$ cat src/rtl/demux1to2_stream_if.sv
// rtl/demux1to2_stream_if.sv - handshake bundle for the 1-to-2 stream demultiplexer
interface demux1to2_stream_if #(
  parameter int WIDTH = 4,
  parameter int CNT_W = 8
);
  logic [WIDTH-1:0] in;
  logic             sel;
  logic             in_valid;
  logic             in_ready;
  logic [WIDTH-1:0] out0;
  logic             out0_valid;
  logic             out0_ready;
  logic [WIDTH-1:0] out1;
  logic             out1_valid;
  logic             out1_ready;
  logic [CNT_W-1:0] cnt0;
  logic [CNT_W-1:0] cnt1;

  modport master (
    output in, sel, in_valid, out0_ready, out1_ready,
    input  in_ready, out0, out0_valid, out1, out1_valid, cnt0, cnt1
  );

  modport slave (
    input  in, sel, in_valid, out0_ready, out1_ready,
    output in_ready, out0, out0_valid, out1, out1_valid, cnt0, cnt1
  );
endinterface

$ cat src/rtl/demux1to2_stream.sv
// rtl/demux1to2_stream.sv - registered 1-to-2 stream demux with per-output FIFOs and beat counters
module demux1to2_stream #(
  parameter int WIDTH = 4,
  parameter int DEPTH = 2,
  parameter int CNT_W = 8
) (
  input  logic                    clk,
  input  logic                    rst_n,
  demux1to2_stream_if.slave       bus
);
  localparam int PW = $clog2(DEPTH);
  localparam logic [PW:0] FULL_CNT = (PW+1)'(DEPTH);

  logic [1:0]                  full;
  logic [1:0]                  valid;
  logic [1:0]                  push;
  logic [1:0]                  pop;
  logic [1:0]                  ready;
  logic [1:0][WIDTH-1:0]       head;
  logic [1:0][CNT_W-1:0]       beats;

  assign ready = {bus.out1_ready, bus.out0_ready};

  // in_ready looks only at the selected FIFO's fill state, never at the consumers
  assign bus.in_ready = !full[bus.sel];

  for (genvar n = 0; n < 2; n++) begin : g_fifo
    logic [WIDTH-1:0] mem [DEPTH];
    logic [PW-1:0]    rdptr;
    logic [PW-1:0]    wrptr;
    logic [PW:0]      count;
    logic [CNT_W-1:0] accepted;

    assign push[n]  = bus.in_valid && bus.in_ready && (bus.sel == 1'(n));
    assign pop[n]   = valid[n] && ready[n];
    assign full[n]  = (count == FULL_CNT);
    assign valid[n] = (count != '0);
    assign head[n]  = mem[rdptr];
    assign beats[n] = accepted;

    always_ff @(posedge clk or negedge rst_n) begin
      if (!rst_n) begin
        for (int i = 0; i < DEPTH; i++) mem[i] <= '0;
        rdptr    <= '0;
        wrptr    <= '0;
        count    <= '0;
        accepted <= '0;
      end else begin
        if (push[n]) begin
          mem[wrptr] <= bus.in;
          wrptr      <= wrptr + 1'b1;
          accepted   <= accepted + 1'b1;
        end
        if (pop[n]) rdptr <= rdptr + 1'b1;
        if (push[n] && !pop[n])      count <= count + 1'b1;
        else if (!push[n] && pop[n]) count <= count - 1'b1;
      end
    end
  end

  assign bus.out0       = head[0];
  assign bus.out1       = head[1];
  assign bus.out0_valid = valid[0];
  assign bus.out1_valid = valid[1];
  assign bus.cnt0       = beats[0];
  assign bus.cnt1       = beats[1];
endmodule

$ cat src/flat_wrapper.sv
// flat-port wrapper written by rule: the top's interface ports become plain ports
module demux1to2_stream_flat 
#(
  parameter int WIDTH = 4,
  parameter int DEPTH = 2,
  parameter int CNT_W = 8
)
  (clk, rst_n, bus_in, bus_sel, bus_in_valid, bus_out0_ready, bus_out1_ready, bus_in_ready, bus_out0, bus_out0_valid, bus_out1, bus_out1_valid, bus_cnt0, bus_cnt1);
  demux1to2_stream_if #(.WIDTH(WIDTH), .CNT_W(CNT_W)) bus_i ();
  input  logic clk;
  input  logic rst_n;
  input wire logic [$bits(bus_i.in)-1:0] bus_in;
  input wire logic [$bits(bus_i.sel)-1:0] bus_sel;
  input wire logic [$bits(bus_i.in_valid)-1:0] bus_in_valid;
  input wire logic [$bits(bus_i.out0_ready)-1:0] bus_out0_ready;
  input wire logic [$bits(bus_i.out1_ready)-1:0] bus_out1_ready;
  output wire logic [$bits(bus_i.in_ready)-1:0] bus_in_ready;
  output wire logic [$bits(bus_i.out0)-1:0] bus_out0;
  output wire logic [$bits(bus_i.out0_valid)-1:0] bus_out0_valid;
  output wire logic [$bits(bus_i.out1)-1:0] bus_out1;
  output wire logic [$bits(bus_i.out1_valid)-1:0] bus_out1_valid;
  output wire logic [$bits(bus_i.cnt0)-1:0] bus_cnt0;
  output wire logic [$bits(bus_i.cnt1)-1:0] bus_cnt1;
  assign bus_i.in = bus_in;
  assign bus_i.sel = bus_sel;
  assign bus_i.in_valid = bus_in_valid;
  assign bus_i.out0_ready = bus_out0_ready;
  assign bus_i.out1_ready = bus_out1_ready;
  assign bus_in_ready = bus_i.in_ready;
  assign bus_out0 = bus_i.out0;
  assign bus_out0_valid = bus_i.out0_valid;
  assign bus_out1 = bus_i.out1;
  assign bus_out1_valid = bus_i.out1_valid;
  assign bus_cnt0 = bus_i.cnt0;
  assign bus_cnt1 = bus_i.cnt1;
  demux1to2_stream #(.WIDTH(WIDTH), .DEPTH(DEPTH), .CNT_W(CNT_W)) u_core (.clk(clk), .rst_n(rst_n), .bus(bus_i));
endmodule
$ cat config.mk
export PLATFORM = sky130hd
export DESIGN_NAME = demux1to2_stream_flat
export DESIGN_NICKNAME = d
export VERILOG_FILES = /design/src/rtl/demux1to2_stream_if.sv /design/src/rtl/demux1to2_stream.sv /design/src/flat_wrapper.sv
export SDC_FILE = /design/constraint.sdc
export NUM_CORES = 1
export LEC_CHECK = 0
export CORE_ASPECT_RATIO = 0.6
export CORE_MARGIN = 2
export CORE_UTILIZATION = 42
export DETAILED_ROUTE_END_ITERATION = 8
export PLACE_DENSITY = 0.68
export SYNTH_ARGS = -nofsm -noshare
export SYNTH_HDL_FRONTEND = slang
export SYNTH_SLANG_ARGS = --single-unit
$ cat constraint.sdc
create_clock -name clk -period 4.43 [get_ports clk]
set_input_delay 0.443 -clock clk [delete_from_list [all_inputs] [get_ports clk]]
set_output_delay 0.443 -clock clk [all_outputs]
set_load 0.02 [all_outputs]
==> impl_metrics.toml <==
[status]
outcome = "finished clean"

[clocking]
clk_transition_reported_paths_ps = 70
cts_hold_repair.buffers = 0
postCtsSetupRepairBufs = 0
cts_tree = "built"
h-tree-depth = 2
cts_max_path_buffers = 2
tritoncts.num_buffers = 5
worst_skew_pair.late_latency_ps = 280
ctsRootBufferMaster = "sky130_fd_sc_hd__clkbuf_8"
cts_resized = 0
cts_sink_count = 40

[finish]
share_of_post_route_cells_with_drive_strength_above_1_pct = 25.0
area_growth_syn_to_layout_pct = 28.5
multi_input_area_um2 = 791
finalCoreUtilization_pct = 56.1
commonest_non_fill_non_tap_cells_in_the_layout = "40 x sky130_fd_sc_hd__dfrtp_1, 35 x sky130_fd_sc_hd__clkdlybuf4s50_1, 26 x sky130_fd_sc_hd__mux2_2"
finish.net_count = 185
register_area_um2 = 1000
final_common_cell = "sky130_fd_sc_hd__dfrtp_1"
antenna-diode-count = 0
final.fill_count = 334

[drt]
wl_mm = 3.22
detail_route.drc_violations = 0
dr.pass1.iters = 3
via_per_inst = 4.69
detail_routed_net_length_per_standard_cell_um = 13.9
drtIter0Drc = 25
postRouteAntennaNets = 0
route.vias.total = 1089

[setup_path]
worst_path_dominant_cell_family = "buffers and inverters"
timing.critical_path.slowest_cell_delay_ps = 620
cp.required_ps = 3990
worst_path_max_delay_cell = "sky130_fd_sc_hd__clkdlybuf4s50_1"
cp.buffers_inverters = 2
cp_max_fo = 3
critPathLaunchType = "primary input"
endpoint_kind = "output port"
crit_path_cell_trace = "clkdlybuf4s50_1 -> mux2i_1 -> clkdlybuf4s50_1"
crit_path_arrival_time_ps = 1840
critPathKind = "in2out"
crit_top_cell = "sky130_fd_sc_hd__clkdlybuf4s50_1"

[floorplanning]
starting_density_of_the_core_pct = 43.7
number_of_standard_cell_rows_in_the_floorplan = 18
core-area_um2 = 4120
die-width_um = 88.5
dieArea_um2 = 4840
ios = 37
die_h_um = 54.7

[placement]
place_congestion = 0.731
dpl_worst_slack_ps = 1990
dp.final_hpwl_mm = 2.40
place.port_buffers = 36

[timing]
fin_ws_ps = 2150
final.min_clock_period_ps = 2280
rsz0062_at_grt = "no"
worst-slew-pin-transition_ps = 876
fin_tns_setup_ps = 0
clock-skew-final_ps = 4.07
hold_slack_ps = 275
finalMaxSlewViolations = 0
report.final.hold_viol_count = 0
max_slew_margin_pct = 41.6
setup_viol_count_final = 0
layout_worst_path_cycle_share_pct = 51.5
fmaxAchievable_ghz = 0.438

[yosys]
yosysWarnings = 0
postSynthAreaPerCell_um2 = 13.9
mappedNetlistNets = 143
synth.distinct_cells = 23
synth_top_family_by_area = "multiplexers"
post-synth-top-area-fraction_pct = 55.6
ys_top_cells_by_area = "sky130_fd_sc_hd__dfrtp_1 56%, sky130_fd_sc_hd__mux2_2 16%, sky130_fd_sc_hd__xnor2_1 7.3%, sky130_fd_sc_hd__xor2_1 4.4%, sky130_fd_sc_hd__ha_1 2.8%"
synth_simple_gate_area_share_pct = 12.7
postSynthRegisterBits = 40
synth_compound_area_share_pct = 0
yosys.area_share.xor_xnor_pct = 11.7
post_synth_mux_area_share_pct = 16.8
syn-cell-area_um2 = 1800
netlist.top_cell.by_area = "sky130_fd_sc_hd__dfrtp_1"
syn-instance-count = 129
adder_cell_area_share_of_the_yosys_netlist_pct = 2.78
proportion_of_synthesized_chip_area_in_sequential_cells_pct = 55.6

[grt]
first_global_vias = 1134
grt_start_max_net_pins = 41
grt_pass1_wl_mm = 5.42
antenna_found_initial = 0
globalRouteTotalUtil_pct = 15.3
global_route.overflow_total = 0

[worst_hold_path]
hold_path.class = "in2async"

[pwr]
power.ir.vdd_worst_uv = 351
pwr_density_cell_nw_per_um2 = 727
cellLeakagePower_nw = 0.980

[flow_run]
maxCapViolations = 0
==> state kept, by name (all words and copies together), names as in the netlist <==
signal and count:
u_core.g_fifo.mem 16, u_core.g_fifo.count 4, u_core.bus.cnt0 8, u_core.g_fifo.wrptr 2, u_core.g_fifo.rdptr 2, u_core.bus.cnt1 8
==> cells in the mapped netlist <==
master                    number
sky130_fd_sc_hd__and3_1        1
sky130_fd_sc_hd__nor3_4        1
sky130_fd_sc_hd__xor2_1        9
sky130_fd_sc_hd__nor2b_2       1
sky130_fd_sc_hd__dfrtp_1      40
sky130_fd_sc_hd__mux2_2       26
sky130_fd_sc_hd__nand4_1       3
sky130_fd_sc_hd__mux2i_1       1
sky130_fd_sc_hd__buf_4         1
sky130_fd_sc_hd__nor2b_4       1
sky130_fd_sc_hd__and2b_1       1
sky130_fd_sc_hd__and4_1        2
sky130_fd_sc_hd__nand2_2       2
sky130_fd_sc_hd__and2_1        2
sky130_fd_sc_hd__nor2_1        2
sky130_fd_sc_hd__nor3b_2       1
sky130_fd_sc_hd__xnor2_1      15
sky130_fd_sc_hd__nand2_1       7
sky130_fd_sc_hd__or2_2         2
sky130_fd_sc_hd__nor2_8        1
sky130_fd_sc_hd__nand3_1       5
sky130_fd_sc_hd__nor3_2        1
sky130_fd_sc_hd__ha_1          4
==> metal layers <==
metal  global-route usage (%)  share of wire, %  vias up  wire [um]
met5                        0                 0        -          0
met4                     3.79              0.34        0         11
met3                     4.98               4.1        2        131
met2                     25.2                46       18       1490
met1                     19.9                49      541       1590
li1                         -                 -      528          -
==> worst register-to-register path: stages, from the launching register on <==
cell                      delay (ps)
sky130_fd_sc_hd__dfrtp_1         400
sky130_fd_sc_hd__nor2b_2         180
sky130_fd_sc_hd__nor3b_2         640
sky130_fd_sc_hd__ha_1            300
sky130_fd_sc_hd__xor2_1          170
sky130_fd_sc_hd__nor2_1           70
sky130_fd_sc_hd__xor2_1          150
==> cell families (layout without fill, tap and decap cells) <==
| logic type | count (synthesis) | count (layout) |
|---|---|---|
| flip-flops | 40 | 40 |
| adder cells (fa/ha/maj) | 4 | 4 |
| AND/OR/NAND/NOR | 33 | 33 |
| buffers and inverters | 1 | 44 |
| XOR/XNOR | 24 | 24 |
| multiplexers | 27 | 27 |
==> per-stage QoR <==
| step | std cells | instance area (um^2) | power [mW] |
|---|---|---|---|
| floorplan | 129 | 1800 | 1.13 |
| CTS | 232 | 2310 | 1.70 |
| global placement | 224 | 2220 | 1.42 |
| finish | 232 | 2310 | 1.68 |
| detailed placement | 224 | 2220 | 1.45 |
| global route | 232 | 2310 | 1.79 |
==> final timing paths <==
path	start	slack, ps	depth (start not counted)	endpoint
setup / recovery	bus_sel	2150	3	bus_in_ready
hold / removal	rst_n	280	1	u_core.g_fifo[0].count[0]
setup reg to reg	u_core.g_fifo[0].count[1]	2400	6	u_core.g_fifo[0].count[1]
hold reg to reg	u_core.bus.cnt0[7]	470	1	u_core.bus.cnt0[7]
max in group asynchronous	rst_n	3610	1	u_core.bus.cnt1[6]
min in group clk	u_core.bus.cnt0[7]	470	1	u_core.bus.cnt0[7]
==> power by group <==
part / switching [mW] / internal (mW) / leakage (nW) / total [mW]
registers: 0.141 / 0.524 / 0.490 / 0.665
logic: 0.347 / 0.426 / 0.445 / 0.774
clock network: 0.116 / 0.127 / 0.0455 / 0.243
==> cell type report <==
class	count	area share, %
Timing Repair Buffer	36	15.4
Tap cell	60	3.25
Clock buffer	8	3.90
Sequential cell	40	43.3
Multi-Input combinational cell	88	34.2
No activity file was read; power rests on OpenSTA's default activity.
